**config.mk**
```make
export PLATFORM = sky130hd
export DESIGN_NAME = frame_write_scheduler_flat
export DESIGN_NICKNAME = d
export VERILOG_FILES = /design/src/rtl/frame_sched_pkg.sv /design/src/rtl/frame_write_scheduler_if.sv /design/src/rtl/frame_sched_watchdog.sv /design/src/rtl/frame_write_scheduler.sv /design/src/flat_wrapper.sv
export SDC_FILE = /design/constraint.sdc
export NUM_CORES = 1
export LEC_CHECK = 0
export ABC_AREA = 1
export BUFFER_PORTS_ARGS = -buffer_cell sky130_fd_sc_hd__buf_2
export CAP_MARGIN = 20
export CORE_MARGIN = 4
export CORE_UTILIZATION = 57
export DETAILED_ROUTE_END_ITERATION = 10
export HOLD_SLACK_MARGIN = 0.06
export PLACE_DENSITY = 0.79
export SYNTH_ARGS = -nofsm -noshare
export SYNTH_HDL_FRONTEND = slang
export SYNTH_SLANG_ARGS = --single-unit
```
**constraint.sdc**
```tcl
create_clock -name clk -period 4.05 [get_ports clk]
set_input_delay 0 -clock clk [delete_from_list [all_inputs] [get_ports clk]]
set_output_delay 0 -clock clk [all_outputs]
set_load 0.01 [all_outputs]
```
**src/rtl/frame_sched_pkg.sv**
```systemverilog
// rtl/frame_sched_pkg.sv - shared state encoding, limits and width helper for the frame write scheduler
// Contents:
//   MAX_SOURCES  largest supported number of write sources
//   state_t      scheduler state encoding (ST_IDLE, ST_SCAN, ST_GRANT)
//   sel_width()  width of write_source_sel, same rule as the frame manager's SOURCE_SEL_ADDRW
package frame_sched_pkg;

    localparam int MAX_SOURCES = 8;

    typedef logic [1:0] state_t;

    localparam state_t ST_IDLE  = 2'd0;
    localparam state_t ST_SCAN  = 2'd1;
    localparam state_t ST_GRANT = 2'd2;

    // A single source still needs a 1-bit select.
    function automatic int sel_width(input int num_sources);
        return (num_sources <= 1) ? 1 : $clog2(num_sources);
    endfunction

endpackage

```
**src/rtl/frame_write_scheduler_if.sv**
```systemverilog
// rtl/frame_write_scheduler_if.sv - write-port scheduling signals between frame manager, draw units and scheduler
// Signals:
//   frame            new draw pass pulse
//   src_enable       per-source participation mask
//   src_done         per-source completion pulses
//   write_source_sel index of the granted source
//   write_awaited    one-hot grant
//   busy, pass_done, frame_overrun, timeout_flag  pass status
// Modports:
//   master  the scheduler
//   slave   frame manager / draw units
interface frame_write_scheduler_if #(
    parameter int NUM_SOURCES = 3,
    parameter int SEL_W       = frame_sched_pkg::sel_width(NUM_SOURCES)
) ();

    logic                   frame;
    logic [NUM_SOURCES-1:0] src_enable;
    logic [NUM_SOURCES-1:0] src_done;
    logic [SEL_W-1:0]       write_source_sel;
    logic [NUM_SOURCES-1:0] write_awaited;
    logic                   busy;
    logic                   pass_done;
    logic                   frame_overrun;
    logic                   timeout_flag;

    modport master (
        input  frame, src_enable, src_done,
        output write_source_sel, write_awaited, busy, pass_done, frame_overrun, timeout_flag
    );

    modport slave (
        output frame, src_enable, src_done,
        input  write_source_sel, write_awaited, busy, pass_done, frame_overrun, timeout_flag
    );

endinterface

```
**src/rtl/frame_sched_watchdog.sv**
```systemverilog
// rtl/frame_sched_watchdog.sv - per-grant cycle counter that flags a source holding the write port too long
// Ports:
//   clk, rst  clock and asynchronous active-high reset
//   clear     restart the count (grant entry)
//   run       count this cycle (grant held)
//   expired   high in the cycle the count reaches TIMEOUT_CYCLES-1 while running
module frame_sched_watchdog #(
    parameter int TIMEOUT_CYCLES = 1000000
) (
    input  logic clk,
    input  logic rst,
    input  logic clear,
    input  logic run,
    output logic expired
);

    logic [31:0] count;

    always_ff @(posedge clk or posedge rst) begin
        if (rst) begin
            count <= '0;
        end else if (clear) begin
            count <= '0;
        end else if (run) begin
            count <= count + 32'd1;
        end
    end

    // The first grant cycle sees count 0, so expiry lands on the TIMEOUT_CYCLES-th grant cycle.
    assign expired = run && (count == 32'(TIMEOUT_CYCLES - 1));

endmodule

```
**src/rtl/frame_write_scheduler.sv**
```systemverilog
// rtl/frame_write_scheduler.sv - per-frame fixed-priority sequencing of the frame buffer's shared write port
// Optional feature: FRAME_SCHED_TIMEOUT_EN builds the per-grant watchdog and the sticky timeout_flag.
// Ports:
//   clk  clock (clk_25 domain)
//   rst  asynchronous active-high reset
//   bus  frame_write_scheduler_if.master: frame/src_enable/src_done in,
//        write_source_sel/write_awaited/busy/pass_done/frame_overrun/timeout_flag out
module frame_write_scheduler import frame_sched_pkg::*; #(
    parameter int NUM_SOURCES    = 3,
    parameter int SEL_W          = sel_width(NUM_SOURCES),
    parameter int TIMEOUT_CYCLES = 1000000
) (
    input logic                     clk,
    input logic                     rst,
    frame_write_scheduler_if.master bus
);

    localparam int               IDX_W    = SEL_W + 1;
    localparam logic [IDX_W-1:0] LAST_IDX = IDX_W'(NUM_SOURCES);

    if (NUM_SOURCES < 1 || NUM_SOURCES > MAX_SOURCES) begin : g_bad_cfg
        $error("frame_write_scheduler: NUM_SOURCES out of range");
    end

    state_t                 state;
    logic [IDX_W-1:0]       idx;
    logic [NUM_SOURCES-1:0] mask;
    logic [NUM_SOURCES-1:0] grant_q;
    logic [SEL_W-1:0]       sel_q;

    logic [NUM_SOURCES-1:0] idx_onehot;
    logic                   idx_enabled;
    logic                   idx_done;
    logic                   in_grant;
    logic                   scan_end;
    logic                   grant_entry;
    logic                   timed_out;
    logic                   release_grant;

    // Shift rather than bit-select so idx == NUM_SOURCES simply yields an empty one-hot.
    assign idx_onehot  = NUM_SOURCES'(1) << idx;
    assign idx_enabled = |(mask & idx_onehot);
    assign idx_done    = |(bus.src_done & idx_onehot);
    assign in_grant    = (state == ST_GRANT);
    assign scan_end    = (state == ST_SCAN) && (idx == LAST_IDX);
    assign grant_entry = (state == ST_SCAN) && !scan_end && idx_enabled;

`ifdef FRAME_SCHED_TIMEOUT_EN
    logic wd_expired;
    logic timeout_q;

    frame_sched_watchdog #(
        .TIMEOUT_CYCLES(TIMEOUT_CYCLES)
    ) u_watchdog (
        .clk     (clk),
        .rst     (rst),
        .clear   (grant_entry),
        .run     (in_grant),
        .expired (wd_expired)
    );

    // A done arriving together with expiry is an ordinary completion.
    assign timed_out = in_grant && !idx_done && wd_expired;

    always_ff @(posedge clk or posedge rst) begin
        if (rst) begin
            timeout_q <= 1'b0;
        end else if (timed_out) begin
            timeout_q <= 1'b1;
        end
    end

    assign bus.timeout_flag = timeout_q;
`else
    localparam int unused_timeout_cycles = TIMEOUT_CYCLES;

    assign timed_out        = 1'b0;
    assign bus.timeout_flag = 1'b0;
`endif

    assign release_grant = in_grant && (idx_done || timed_out);

    always_ff @(posedge clk or posedge rst) begin
        if (rst) begin
            state   <= ST_IDLE;
            idx     <= '0;
            mask    <= '0;
            grant_q <= '0;
            sel_q   <= '0;
        end else begin
            case (state)
                ST_IDLE: begin
                    if (bus.frame) begin
                        mask  <= bus.src_enable;
                        idx   <= '0;
                        state <= ST_SCAN;
                    end
                end
                ST_SCAN: begin
                    if (scan_end) begin
                        sel_q <= '0;
                        state <= ST_IDLE;
                    end else if (idx_enabled) begin
                        grant_q <= idx_onehot;
                        sel_q   <= idx[SEL_W-1:0];
                        state   <= ST_GRANT;
                    end else begin
                        idx <= idx + IDX_W'(1);
                    end
                end
                ST_GRANT: begin
                    // Returning through SCAN guarantees a dead cycle between grants.
                    if (release_grant) begin
                        grant_q <= '0;
                        idx     <= idx + IDX_W'(1);
                        state   <= ST_SCAN;
                    end
                end
                default: state <= ST_IDLE;
            endcase
        end
    end

    assign bus.write_awaited    = grant_q;
    assign bus.write_source_sel = sel_q;
    assign bus.busy             = (state != ST_IDLE);
    assign bus.pass_done        = scan_end;
    assign bus.frame_overrun    = bus.frame && (state != ST_IDLE);

endmodule
```
**src/flat_wrapper.sv**
```systemverilog
// flat-port wrapper written by rule: the top's interface ports become plain ports
module frame_write_scheduler_flat import frame_sched_pkg::*;
#(
    parameter int NUM_SOURCES    = 3,
    parameter int SEL_W          = sel_width(NUM_SOURCES),
    parameter int TIMEOUT_CYCLES = 1000000
)
  (clk, rst, bus_frame, bus_src_enable, bus_src_done, bus_write_source_sel, bus_write_awaited, bus_busy, bus_pass_done, bus_frame_overrun, bus_timeout_flag);
  frame_write_scheduler_if #(.NUM_SOURCES(NUM_SOURCES), .SEL_W(SEL_W)) bus_i ();
  input logic clk;
  input logic rst;
  input wire logic [$bits(bus_i.frame)-1:0] bus_frame;
  input wire logic [$bits(bus_i.src_enable)-1:0] bus_src_enable;
  input wire logic [$bits(bus_i.src_done)-1:0] bus_src_done;
  output wire logic [$bits(bus_i.write_source_sel)-1:0] bus_write_source_sel;
  output wire logic [$bits(bus_i.write_awaited)-1:0] bus_write_awaited;
  output wire logic [$bits(bus_i.busy)-1:0] bus_busy;
  output wire logic [$bits(bus_i.pass_done)-1:0] bus_pass_done;
  output wire logic [$bits(bus_i.frame_overrun)-1:0] bus_frame_overrun;
  output wire logic [$bits(bus_i.timeout_flag)-1:0] bus_timeout_flag;
  assign bus_i.frame = bus_frame;
  assign bus_i.src_enable = bus_src_enable;
  assign bus_i.src_done = bus_src_done;
  assign bus_write_source_sel = bus_i.write_source_sel;
  assign bus_write_awaited = bus_i.write_awaited;
  assign bus_busy = bus_i.busy;
  assign bus_pass_done = bus_i.pass_done;
  assign bus_frame_overrun = bus_i.frame_overrun;
  assign bus_timeout_flag = bus_i.timeout_flag;
  frame_write_scheduler #(.NUM_SOURCES(NUM_SOURCES), .SEL_W(SEL_W), .TIMEOUT_CYCLES(TIMEOUT_CYCLES)) u_core (.clk(clk), .rst(rst), .bus(bus_i));
endmodule
```
=== Yosys cells after proc, flatten, opt, wreduce, memory -nomap -nowiden ===
Cells that the tools add are included.
W data, S select, Z words.

* Shift-type cells: 1
* Multiply operators: 0
* Reduce and logical (&&, ||, !) cells: 15
* Add/subtract/negate cells: 1
* Bitwise logic cells: 2
* Equality and inequality tests: 9
* Order comparisons: 0
* Div/mod/pow operators: 0
* Multiplexer cells: 16

{| class="wikitable"
|+ Operators by type and width
! operator !! number
|-
| $mux W3 || 7
|-
| $mux W2 || 6
|-
| $pmux W3 S3 || 1
|-
| $ne A2 B2 Y1 const B || 4
|-
| $and A3 B3 Y3 || 2
|-
| $pmux W2 S3 || 1
|-
| $pmux W3 S2 || 1
|-
| $reduce_bool A2 Y1 || 3
|-
| $reduce_or A3 Y1 || 2
|-
| $reduce_and A5 Y1 || 1
|-
| $reduce_and A2 Y1 || 2
|-
| $reduce_and A4 Y1 || 1
|-
| $add A3 B1 Y3 const B || 1
|-
| $eq A3 B2 Y1 const B || 1
|-
| $logic_and A1 B1 Y1 || 3
|-
| $ne A3 B2 Y1 const B || 1
|-
| $reduce_and A3 Y1 || 1
|-
| $reduce_bool A3 Y1 || 1
|-
| $shl A1 B3 Y3 const A || 1
|-
| $eq A2 B1 Y1 const B || 1
|-
| $eq A2 B2 Y1 const B || 1
|-
| $logic_not A2 Y1 || 1
|-
| $ne A2 B1 Y1 const B || 1
|}

* Latch bits: 0
* Memories: 0
* Memory bits (writable): 0
* Register bits after elaboration: 13
* Input port bits: 9
* ROM bits: 0
* Word-level logic and storage cells: 49

=== Depth between registers and ports, before layout ===
Gate-level depths: netlist (run 1).

* Word-level depth: 6
* Gate-level depth with buffers: 9

=== Least setup slack after synthesis (run 1) ===
Ideal clock, no wire load.

* Kind: register -> register
* Start point: reg u_core.idx[0]
* End point: reg u_core.idx[0]
* Path slack: 2.544 ns
* Data required time: 3.933 ns
* Path buffers: 0
* Cell stages (with the launch flop): 9
* Arrival: 1.389 ns
* Cell sequence: dfrtp_1 > ha_1 > ha_1 > nand2_1 > bufinv_8 > nor2_8 > nand3_2 > nand2_1 > nand2_1

{| class="wikitable"
|+ RTL lines
! what !! RTL line !! RTL
|-
| from (decl) || frame_write_scheduler.sv:26 || <nowiki>logic [IDX_W-1:0] idx;</nowiki>
|-
| from (signal assigned) || frame_write_scheduler.sv:108 || <nowiki>idx <= idx + IDX_W'(1);</nowiki>
|-
| from (signal assigned) || frame_write_scheduler.sv:115 || <nowiki>idx <= idx + IDX_W'(1);</nowiki>
|-
| $eq A3 B2 Y1 || frame_write_scheduler.sv:45 || <nowiki>assign scan_end = (state == ST_SCAN) && (idx == LAST_IDX);</nowiki>
|-
| $logic_and A1 B1 Y1 || frame_write_scheduler.sv:45 ||
|-
| via bus_pass_done || flat_wrapper.sv:18 || <nowiki>output wire logic [$bits(bus_i.pass_done)-1:0] bus_pass_done;</nowiki>
|-
| $ne A2 B2 Y1 (no line) || -- ||
|-
| $reduce_and A5 Y1 (no line) || -- ||
|}

The timed path passes the listed nets, and every way through them passes these cells. The select of a mux whose other input is x is not followed.
A chain may end at the register's enable or synchronous reset.

=== Final worst setup path (run 1) ===
* Start point: reg u_core.idx[0]
* End point: reg u_core.idx[0]

* Cells in the longest elaborated chain, start to end: 6

{| class="wikitable"
|+ Ends and longest elaborated chain
! what
|-
| branches (longest 6 deep; another with $add A3 B1 Y3)
|}

Several ways; the timed one is not identified. The select of a mux whose other input is x is not followed.

==> impl_metrics.json, run 1 <==
{
  "drt_first_pass_iters": 4,
  "count_of_state_elements_after_synthesis": 13,
  "final_period_minus_worst_setup_slack_ps": 1620,
  "layout-area-overhead-vs-synth_pct": 17.8,
  "r2r.worst_path.cells": 8,
  "clock_tree.root_cell": "sky130_fd_sc_hd__clkbuf_4",
  "setup_tns_ps": 0,
  "clock_latency_ps": 280,
  "number_of_antenna_violations_at_the_first_check_in_global_routing": 0,
  "first_global_vias": 660,
  "ys.warnings.count": 0,
  "hp-class": "in -> reg",
  "drtIter0Drc": 24,
  "route.detailed.wl_per_inst_um": 12.4,
  "cts-buffers-inserted": 3,
  "final_cell_area_um2": 1050,
  "hold_viol": 0,
  "io_buffer_count": 16,
  "cts_setup_buffers": 0,
  "drt.antenna.violating_nets": 0,
  "multiInputGateArea_um2": 503,
  "post_synth_and_or_nand_nor_area_fraction_pct": 35.5,
  "die_height_um": 47.6,
  "worst_margin_pin_slew_ps": 504,
  "worst-path-max-fanout": 8,
  "outcome": "finished clean",
  "yosys.area.top_type_share_pct": 36.4,
  "vias": 724,
  "slew_headroom_pct": 66.3,
  "ctsLongestPathBuffers": 2,
  "synth.yosys.seq_area_share_pct": 36.4,
  "die-area_um2": 2270,
  "wirelength_um": 1760,
  "grt-ovfl-total": 0,
  "htree_num_levels": 1,
  "fillerInstances": 120,
  "synth_fa_ha_area_share_pct": 14.0,
  "setup_viol": 0,
  "worstSetupStartpointType": "flip-flop",
  "final_max_slew_viol_count": 0,
  "ir_worst_vdd_mv": 0.483,
  "synthXorXnorAreaFrac_pct": 0,
  "worstSetupPathType": "reg -> reg",
  "setup.reg_to_reg.worst_slack_ps": 2430,
  "worst_hold_path_endpoint": "u_core.mask[1]$_DFFE_PP0P_",
  "holdBufCountCts": 4,
  "critPathArrivalTime_ps": 1790,
  "insertedDiodeCount": 0,
  "worstPathRequired_ps": 4220,
  "core_area_um2": 1490,
  "finalClockSkew_ps": 5.26,
  "starting_utilization_of_the_core_area_pct": 60.1,
  "post_cts.resized_instances": 0,
  "route.detailed.vias_per_inst": 5.10,
  "die_w_um": 47.6,
  "synthesized_nets": 122,
  "post_layout_utilization_of_the_core_pct": 70.8,
  "powerDensity_nw_per_um2": 683,
  "remaining_drc_errors": 0,
  "pin_count_of_the_biggest_net_entering_global_routing": 14,
  "drv.max_cap_violation_count": 0,
  "syn-instance-count": 103,
  "syn_avg_cell_area_um2": 8.69,
  "synth_compound_gate_area_share_pct": 2.52,
  "gp_congestion": 0.878,
  "post-dp-hpwl_um": 1390,
  "power.static_leakage_nw": 0.598,
  "placed_cells": 134,
  "main_combinational_cell_family_by_area_after_synthesis": "simple AND/OR/NAND/NOR gates",
  "global_route_wire_length_before_repair_um": 2770,
  "ios": 18,
  "post_layout_nonfiller_instances": 142,
  "cts_tree": "done",
  "post-route-period-util_pct": 40.1,
  "final_layout_size_suffix_gt1_share_pct": 30.2,
  "worst_setup_hold_path_clk_slew_ps": 80,
  "post_synth_mux_area_share_pct": 3.78,
  "cp-end-kind": "flip-flop",
  "placedInstanceArea_um2": 987,
  "design.final.nets": 146,
  "worstReg2RegEnd": "u_core.idx[0]$_DFFE_PP0P_",
  "clock_sinks": 13,
  "post_synth_num_cell_types": 20,
  "groute.usage.overall_pct": 17.7,
  "total_power_w": 0.000720,
  "launch_instance_of_the_worst_min_delay_path": "bus_frame",
  "hold_depth": 3,
  "clock.fmax_ghz": 0.616,
  "placementRows": 14,
  "rr_startpoint": "u_core.idx[0]$_DFFE_PP0P_",
  "synthesis.area_um2": 895,
  "synth_top_cells_by_area": "sky130_fd_sc_hd__dfrtp_1 (36%), sky130_fd_sc_hd__ha_1 (14%), sky130_fd_sc_hd__nand2_1 (9.7%), sky130_fd_sc_hd__nand3_1 (6.2%), sky130_fd_sc_hd__inv_1 (3.8%)",
  "register_area_um2": 325,
  "synth_top_area_cell": "sky130_fd_sc_hd__dfrtp_1",
  "grt_setup_unrepaired": "false"
}
==> area by class of cell <==
type,count,area share (%)
inverter,12,5.58
sequential,13,30.9
multi-input combinational,77,47.7
clock buffer,4,2.49
timing repair buffer,20,11.4
tap,16,1.90
==> per-stage QoR <==
| step | setup WS [ps] | hold WS (ps) |
|---|---|---|
| CTS | 2440 | 159 |
| global route | 2320 | 156 |
| finish | 2430 | 150 |
| global placement | 2500 | 37.5 |
| floorplan | 2540 | -123 |
| detailed placement | 2450 | 58.5 |
==> critical path, stage by stage, from the launching register on <==
cell and delay [ps]:
sky130_fd_sc_hd__dfrtp_1 430, sky130_fd_sc_hd__ha_1 220, sky130_fd_sc_hd__ha_1 200, sky130_fd_sc_hd__nand2_1 110, sky130_fd_sc_hd__bufinv_8 200, sky130_fd_sc_hd__nor2_8 150
sky130_fd_sc_hd__nand3_2 100, sky130_fd_sc_hd__nand2_1 70, sky130_fd_sc_hd__nand2_1 50
==> cell usage in the layout (no fill, tap or decap), drive strengths merged <==
cell,Yosys,layout
buf,1,16
bufinv,1,1
nand4,4,4
dfrtp,13,13
nor2,12,12
nand3,14,14
inv,11,11
nand2,29,29
mux2,3,3
o21ai,3,3
dlygate4sd3,0,4
conb,1,1
ha,10,10
o21bai,1,1
clkbuf,0,4
==> flip-flops by register name (all words and copies together), names as in the netlist <==
name                         flops
u_core.bus.write_awaited         3
u_core.bus.write_source_sel      2
u_core.idx                       3
u_core.mask                      3
u_core.state                     2
==> cells in the mapped netlist <==
| library cell | number |
|---|---|
| sky130_fd_sc_hd__nor2_4 | 1 |
| sky130_fd_sc_hd__nor2_2 | 2 |
| sky130_fd_sc_hd__nor2_1 | 8 |
| sky130_fd_sc_hd__o21ai_1 | 3 |
| sky130_fd_sc_hd__nand3_2 | 3 |
| sky130_fd_sc_hd__o21bai_1 | 1 |
| sky130_fd_sc_hd__inv_2 | 2 |
| sky130_fd_sc_hd__bufinv_8 | 1 |
| sky130_fd_sc_hd__nand2_1 | 23 |
| sky130_fd_sc_hd__nand2_4 | 2 |
| sky130_fd_sc_hd__dfrtp_1 | 13 |
| sky130_fd_sc_hd__nand4_1 | 4 |
| sky130_fd_sc_hd__nor2_8 | 1 |
| sky130_fd_sc_hd__inv_1 | 9 |
| sky130_fd_sc_hd__mux2_2 | 3 |
| sky130_fd_sc_hd__buf_4 | 1 |
| sky130_fd_sc_hd__nand2_2 | 4 |
| sky130_fd_sc_hd__ha_1 | 10 |
| sky130_fd_sc_hd__nand3_1 | 11 |
| sky130_fd_sc_hd__conb_1 | 1 |
==> where the power goes <==
part	switching (W)	internal, W	leakage (nW)
Clock	0.0000434	0.0000382	0.0150
Sequential	0.0000400	0.000184	0.166
Combinational	0.000251	0.000163	0.417
==> logic make-up (layout without fill, tap and decap cells) <==
kind of cell    after synthesis  in the layout
compound gates                4              4
fa+ha+maj                    10             10
buf+inv                      13             36
flops                        13             13
mux                           3              3
other cells                   1              1
simple gates                 59             59
==> metal layers <==
| metal | vias up | track usage [%] | share of wire (%) |
|---|---|---|---|
| met5 | - | 0 | 0 |
| met4 | 0 | 6.45 | 0.85 |
| met3 | 4 | 2.26 | 3.9 |
| met2 | 13 | 28.9 | 49 |
| met1 | 332 | 23.8 | 47 |
| li1 | 375 | - | - |
==> worst max-delay path by stage <==
stage                                   start                                      end  slack (ps)  depth (start not counted)
global route        u_core.idx[0]$_DFFE_PP0P_  u_core.bus.write_awaited[2]$_DFFE_PP0P_        2320                          8
CTS                 u_core.idx[0]$_DFFE_PP0P_                u_core.idx[1]$_DFFE_PP0P_        2440                          8
finish              u_core.idx[0]$_DFFE_PP0P_                u_core.idx[0]$_DFFE_PP0P_        2430                          8
global placement    u_core.idx[0]$_DFFE_PP0P_                u_core.idx[0]$_DFFE_PP0P_        2500                          8
floorplan           u_core.idx[0]$_DFFE_PP0P_                u_core.idx[0]$_DFFE_PP0P_        2540                          8
detailed placement  u_core.idx[0]$_DFFE_PP0P_                u_core.idx[1]$_DFFE_PP0P_        2450                          8
Power figures use the tool's default switching activity.
==> run 2, diff against run 1 <==
- CORE_UTILIZATION: 57 -> 53
- PLACE_DENSITY: 0.79 -> 0.74
- clock period: 4.05 -> 1.5 ns (I/O delays scaled with it)
==> impl_metrics.json, run 2 (same netlist as run 1, synthesis figures left out) <==
{
  "number_of_antenna_violations_at_the_first_check_in_global_routing": 0,
  "design.final.nets": 159,
  "post-route-period-util_pct": 102,
  "remaining_drc_errors": 0,
  "drt.antenna.violating_nets": 0,
  "powerDensity_nw_per_um2": 1910,
  "post-route-worst-setup-slack_ps": -30.4,
  "io_buffer_count": 16,
  "slew_headroom_pct": 66.6,
  "post-dp-hpwl_um": 1410,
  "clock_latency_ps": 290,
  "placementRows": 14,
  "drt_first_pass_iters": 4,
  "p_clk_share_pct": 9.5,
  "outcome": "complete, but fails checks",
  "cts-buffers-inserted": 3,
  "p_sw_w": 0.00109,
  "post_layout_nonfiller_instances": 155,
  "placed_cells": 138,
  "cts_tree": "done",
  "clock.fmax_ghz": 0.653,
  "worstSetupPathType": "reg -> reg",
  "finalClockSkew_ps": 9.16,
  "die-area_um2": 2410,
  "first_global_vias": 779,
  "ctsLongestPathBuffers": 2,
  "pin_count_of_the_biggest_net_entering_global_routing": 14,
  "power.combinational.fraction_pct": 64.5,
  "drv.max_cap_violation_count": 0,
  "starting_utilization_of_the_core_area_pct": 57.4,
  "layout_common_cells": "sky130_fd_sc_hd__nand2_1 (20), sky130_fd_sc_hd__buf_2 (16), sky130_fd_sc_hd__buf_4 (12), sky130_fd_sc_hd__dfrtp_1 (12)",
  "worst-path-max-fanout": 7,
  "die_height_um": 49.1,
  "worst_setup_hold_path_clk_slew_ps": 90,
  "insertedDiodeCount": 0,
  "groute.usage.overall_pct": 17.5,
  "final_period_minus_worst_setup_slack_ps": 1530,
  "htree_num_levels": 1,
  "layout-area-overhead-vs-synth_pct": 39.2,
  "ios": 18,
  "clock_sinks": 13,
  "clock_tree.root_cell": "sky130_fd_sc_hd__clkbuf_4",
  "vias": 833,
  "intPower_w": 0.00129,
  "violations": "setup timing",
  "worstPathRequired_ps": 1670,
  "netSwitchingFraction_pct": 45.8,
  "final_layout_size_suffix_gt1_share_pct": 48.2,
  "hold_viol": 0,
  "power.static_leakage_nw": 0.667,
  "die_w_um": 49.1,
  "critPathArrivalTime_ps": 1700,
  "hp-class": "in -> reg",
  "place_worst_setup_slack_ps": -33.2,
  "cp-end-kind": "flip-flop",
  "global_route_wire_length_before_repair_um": 3270,
  "mostFrequentLayoutCell": "sky130_fd_sc_hd__nand2_1",
  "setup_viol": 2,
  "grt-ovfl-total": 0,
  "sequential_power_share_pct": 26.0,
  "worst_margin_pin_slew_ps": 501,
  "ir_worst_vdd_mv": 1.19,
  "wirelength_um": 2230,
  "worstSetupStartpointType": "flip-flop",
  "route.detailed.vias_per_inst": 5.37,
  "route.detailed.wl_per_inst_um": 14.4,
  "final_max_slew_viol_count": 0,
  "core_area_um2": 1560,
  "drtIter0Drc": 16,
  "gp_congestion": 0.790,
  "grt_setup_unrepaired": "true"
}
==> run 2: cell count changes in the layout (fill, tap and decap cells not counted), moves of 3 or more <==
cell and delta:
sky130_fd_sc_hd__ha_4 +4, sky130_fd_sc_hd__nand2_1 -3, sky130_fd_sc_hd__ha_1 -7, sky130_fd_sc_hd__nand3_1 -3, sky130_fd_sc_hd__ha_2 +3, sky130_fd_sc_hd__buf_4 +12
==> run 2: power groups by stage <==
stage / registers, W / logic, W / clock network, W
after floorplan: 0.000611 / 0.000845 / 0
after global placement: 0.000599 / 0.00114 / 0
after detailed placement: 0.000610 / 0.00117 / 0
after CTS: 0.000597 / 0.00125 / 0.000227
after global routing: 0.000634 / 0.00168 / 0.000249
final: 0.000618 / 0.00153 / 0.000227
==> run 2: final timing paths <==
kind | from | endpoint | slack, ps | cells past startpoint
setup / recovery | u_core.idx[1]$_DFFE_PP0P_ | u_core.idx[0]$_DFFE_PP0P_ | -30 | 8
hold / removal | bus_frame | u_core.mask[2]$_DFFE_PP0P_ | 140 | 3
setup reg to reg | u_core.idx[1]$_DFFE_PP0P_ | u_core.idx[0]$_DFFE_PP0P_ | -30 | 8
hold reg to reg | u_core.bus.write_awaited[2]$_DFFE_PP0P_ | u_core.bus.write_awaited[2]$_DFFE_PP0P_ | 470 | 2
max in group asynchronous | rst | u_core.state[0]$_DFFE_PP0P_ | 850 | 3
min in group asynchronous | rst | u_core.mask[0]$_DFFE_PP0P_ | 290 | 3
==> run 2: cell type report <==
| type | count | area (µm²) |
|---|---|---|
| Tap cell | 16 | 20.0 |
| Fill cell | 98 | 314 |
| Multi-Input combinational cell | 77 | 596 |
| Inverter | 12 | 55.1 |
| Sequential cell | 13 | 327 |
| Timing Repair Buffer | 33 | 221 |
| Clock buffer | 4 | 26.3 |
==> run 2: per-stage QoR <==
step	TNS [ps]	total power [W]	util (%)	instance area, µm²	hold WS, ps
global placement	0	0.00174	65.2	1020	43.6
detailed placement	-96.0	0.00178	65.2	1020	53.0
global route	-392	0.00257	79.9	1240	143
CTS	0	0.00207	72.9	1140	136
finish	-38.2	0.00238	79.9	1240	136
floorplan	0	0.00146	-	895	-123
==> run 2: repair_timing <==
item,CTS,global route
gates resized for setup,5,20
buffers inserted,5,5
hold buffers,4,0
endpoints found under the setup margin,7,11
pin swaps,5,8
hold endpoints to repair,16,0
==> run 2: metal layers <==
layer / GRT usage (%) / vias to the layer above / part of all wire, %
met5: 0 / - / 0
met4: 7.11 / 0 / 2.4
met3: 2.75 / 9 / 4.4
met2: 32.1 / 31 / 52
met1: 19.9 / 388 / 42
li1: - / 405 / -
==> run 2: worst max-delay path, cell delays in order, from the launching register on <==
cell and delay (ps):
sky130_fd_sc_hd__dfrtp_1 420, sky130_fd_sc_hd__buf_4 170, sky130_fd_sc_hd__ha_4 170, sky130_fd_sc_hd__nand3_1 130, sky130_fd_sc_hd__nand3_2 140, sky130_fd_sc_hd__nand2_4 160, sky130_fd_sc_hd__nand3_4 100, sky130_fd_sc_hd__nand2_1 80
sky130_fd_sc_hd__nand2_1 60
==> run 3, diff against run 2 <==
- ABC_AREA: 1 -> not set
- CORE_UTILIZATION: 53 -> 55
- PLACE_DENSITY: 0.74 -> 0.78
- clock period: 1.5 -> 2 ns (I/O delays scaled with it)
==> impl_metrics.json, run 3 <==
{
  "clock.fmax_ghz": 0.537,
  "cp-end-kind": "flip-flop",
  "launch_instance_of_the_worst_min_delay_path": "bus_frame",
  "grt-ovfl-total": 0,
  "setup.reg_to_reg.worst_slack_ps": 140,
  "syn-instance-count": 82,
  "worst_hold_path_endpoint": "u_core.mask[1]$_DFFE_PP0P_",
  "worstPathRequired_ps": 2160,
  "drv.max_cap_violation_count": 0,
  "rr_startpoint": "u_core.idx[0]$_DFFE_PP0P_",
  "post_synth_num_cell_types": 23,
  "groute.usage.overall_pct": 17.1,
  "die-area_um2": 2150,
  "global_route_wire_length_before_repair_um": 2610,
  "ys.warnings.count": 0,
  "gp_congestion": 0.806,
  "design.final.nets": 131,
  "worst-path-max-fanout": 4,
  "pin_count_of_the_biggest_net_entering_global_routing": 14,
  "slew_headroom_pct": 66.7,
  "hp-class": "in -> reg",
  "final_max_slew_viol_count": 0,
  "drt.antenna.violating_nets": 0,
  "total_power_w": 0.00160,
  "place_worst_setup_slack_ps": 128,
  "post-synth-top-count-cell": "sky130_fd_sc_hd__inv_1",
  "final_period_minus_worst_setup_slack_ps": 1860,
  "post_synth_most_frequent_cells": "sky130_fd_sc_hd__inv_1 (14), sky130_fd_sc_hd__dfrtp_1 (13), sky130_fd_sc_hd__ha_1 (10)",
  "post-route-period-util_pct": 93.2,
  "clock_latency_ps": 280,
  "drt_first_pass_iters": 5,
  "setup_viol": 0,
  "hold_depth": 3,
  "layout-area-overhead-vs-synth_pct": 25.7,
  "worst_setup_hold_path_clk_slew_ps": 80,
  "hold_viol": 0,
  "synth_top_cells_by_area": "sky130_fd_sc_hd__dfrtp_1 (40%), sky130_fd_sc_hd__ha_1 (15%), sky130_fd_sc_hd__mux2i_1 (8.7%), sky130_fd_sc_hd__inv_1 (6.5%), sky130_fd_sc_hd__mux2_2 (4.2%)",
  "r2r.worst_path.cells": 7,
  "synth.yosys.seq_area_share_pct": 40.2,
  "cts-buffers-inserted": 3,
  "route.detailed.wl_per_inst_um": 13.4,
  "first_global_vias": 648,
  "count_of_state_elements_after_synthesis": 13,
  "worst_margin_pin_slew_ps": 499,
  "placementRows": 13,
  "synth_top_area_cell": "sky130_fd_sc_hd__dfrtp_1",
  "mostFrequentLayoutCell": "sky130_fd_sc_hd__buf_2",
  "final_layout_size_suffix_gt1_share_pct": 27.0,
  "worstSetupPathType": "reg -> reg",
  "worstReg2RegEnd": "u_core.idx[0]$_DFFE_PP0P_",
  "dominantRegCellSynth": "sky130_fd_sc_hd__dfrtp_1",
  "ctsLongestPathBuffers": 2,
  "ys_async_sr_fraction_pct": 100,
  "syn_avg_cell_area_um2": 9.86,
  "vias": 681,
  "post-route-worst-setup-slack_ps": 136,
  "remaining_drc_errors": 0,
  "die_height_um": 46.3,
  "setup_tns_ps": 0,
  "htree_num_levels": 1,
  "worstPathCellList": "inv_1, ha_1, a222oi_1, buf_4, o21a_1, o211ai_2, mux2i_1",
  "wirelength_um": 1680,
  "insertedDiodeCount": 0,
  "die_w_um": 46.3,
  "finalClockSkew_ps": 5.82,
  "synthesized_nets": 101,
  "clock_tree.root_cell": "sky130_fd_sc_hd__clkbuf_4",
  "route.detailed.vias_per_inst": 5.40,
  "ios": 18,
  "cts_tree": "done",
  "longest_individual_stage_delay_on_the_worst_path_ps": 400,
  "number_of_antenna_violations_at_the_first_check_in_global_routing": 0,
  "ir_worst_vdd_mv": 0.979,
  "starting_utilization_of_the_core_area_pct": 59.9,
  "power.static_leakage_nw": 0.545,
  "synth-edff-count": 0,
  "worstSetupStartpointType": "flip-flop",
  "layout_common_cells": "sky130_fd_sc_hd__buf_2 (16), sky130_fd_sc_hd__inv_1 (14), sky130_fd_sc_hd__dfrtp_1 (13)",
  "clock_sinks": 13,
  "outcome": "finished clean",
  "critPathArrivalTime_ps": 2020,
  "powerDensity_nw_per_um2": 1580,
  "hold-worst-slack_ps": 167,
  "io_buffer_count": 16,
  "post-dp-hpwl_um": 1210,
  "synthesis.area_um2": 808,
  "critical_path.slowest_cell": "sky130_fd_sc_hd__dfrtp_1",
  "yosys.area.top_type_share_pct": 40.2,
  "core_area_um2": 1350,
  "drtIter0Drc": 20
}
==> run 3: stage by stage <==
step                      utilization, %  cells  cell area, µm²
final                               75.3    126            1020
after global routing                75.3    126            1020
after CTS                           73.2    123             988
after detailed placement            68.3    115             922
after global placement              68.3    115             922
after floorplan                        -     82             808
==> run 3: logic make-up (layout without fill, tap and decap cells) <==
family          after synthesis  after routing  synth area share [%]
mux                          10             10                  12.8
flops                        13             13                  40.2
simple gates                 17             17                  8.67
fa+ha+maj                    10             10                  15.5
other cells                   1              1                 0.464
buf+inv                      15             44                  7.43
compound gates               16             16                  14.9
==> run 3: power by group <==
group          switching (W)  internal (W)  total [W]
combinational       0.000511      0.000459   0.000970
clock              0.0000879     0.0000774   0.000165
sequential         0.0000840      0.000381   0.000465
total               0.000683      0.000917    0.00160
==> run 3: timing repair <==
action / 4_1_cts / 5_1_grt
hold buffers: 4 / 0
hold endpoints to repair: 16 / 0
setup endpoints to repair: 0 / 7
setup buffers: 0 / 3
gates resized for setup: 0 / 2
==> run 3: critical path, delay by kind of cell (launching register included) <==
kind | cells | cell delay [ps]
AO/OA/AOI/OAI | 3 | 640
adder cells (fa/ha/maj) | 1 | 250
buffers and inverters | 2 | 300
flip-flops | 1 | 400
multiplexers | 1 | 160
==> run 3: cell type report <==
| cell class | instances | area [µm²] |
|---|---|---|
| sequential | 13 | 325 |
| timing repair buffer | 26 | 165 |
| fill | 96 | 334 |
| multi-input combinational | 54 | 428 |
| inverter | 14 | 52.6 |
| clock buffer | 4 | 26.3 |
| tap | 15 | 18.8 |
==> run 3: worst max path at each step <==
| stage | start | endpoint | slack, ps | cells past startpoint |
|---|---|---|---|---|
| 6_report | u_core.idx[0]$_DFFE_PP0P_ | u_core.idx[0]$_DFFE_PP0P_ | 140 | 7 |
| 4_1_cts | u_core.idx[0]$_DFFE_PP0P_ | u_core.state[0]$_DFFE_PP0P_ | 110 | 6 |
| 3_3_place_gp | u_core.idx[0]$_DFFE_PP0P_ | u_core.idx[0]$_DFFE_PP0P_ | 200 | 7 |
| 5_1_grt | u_core.idx[0]$_DFFE_PP0P_ | u_core.idx[1]$_DFFE_PP0P_ | -30 | 7 |
| 2_1_floorplan | u_core.state[0]$_DFFE_PP0P_ | u_core.idx[0]$_DFFE_PP0P_ | 200 | 6 |
| 3_5_place_dp | u_core.idx[0]$_DFFE_PP0P_ | u_core.idx[1]$_DFFE_PP0P_ | 130 | 7 |
==> run 3: layer usage <==
layer	share of wire (%)	vias up	global-route usage [%]
met5	0	-	0
met4	1.4	0	8.52
met3	5.7	4	2.34
met2	49	17	28.6
met1	44	325	21.2
li1	-	335	-
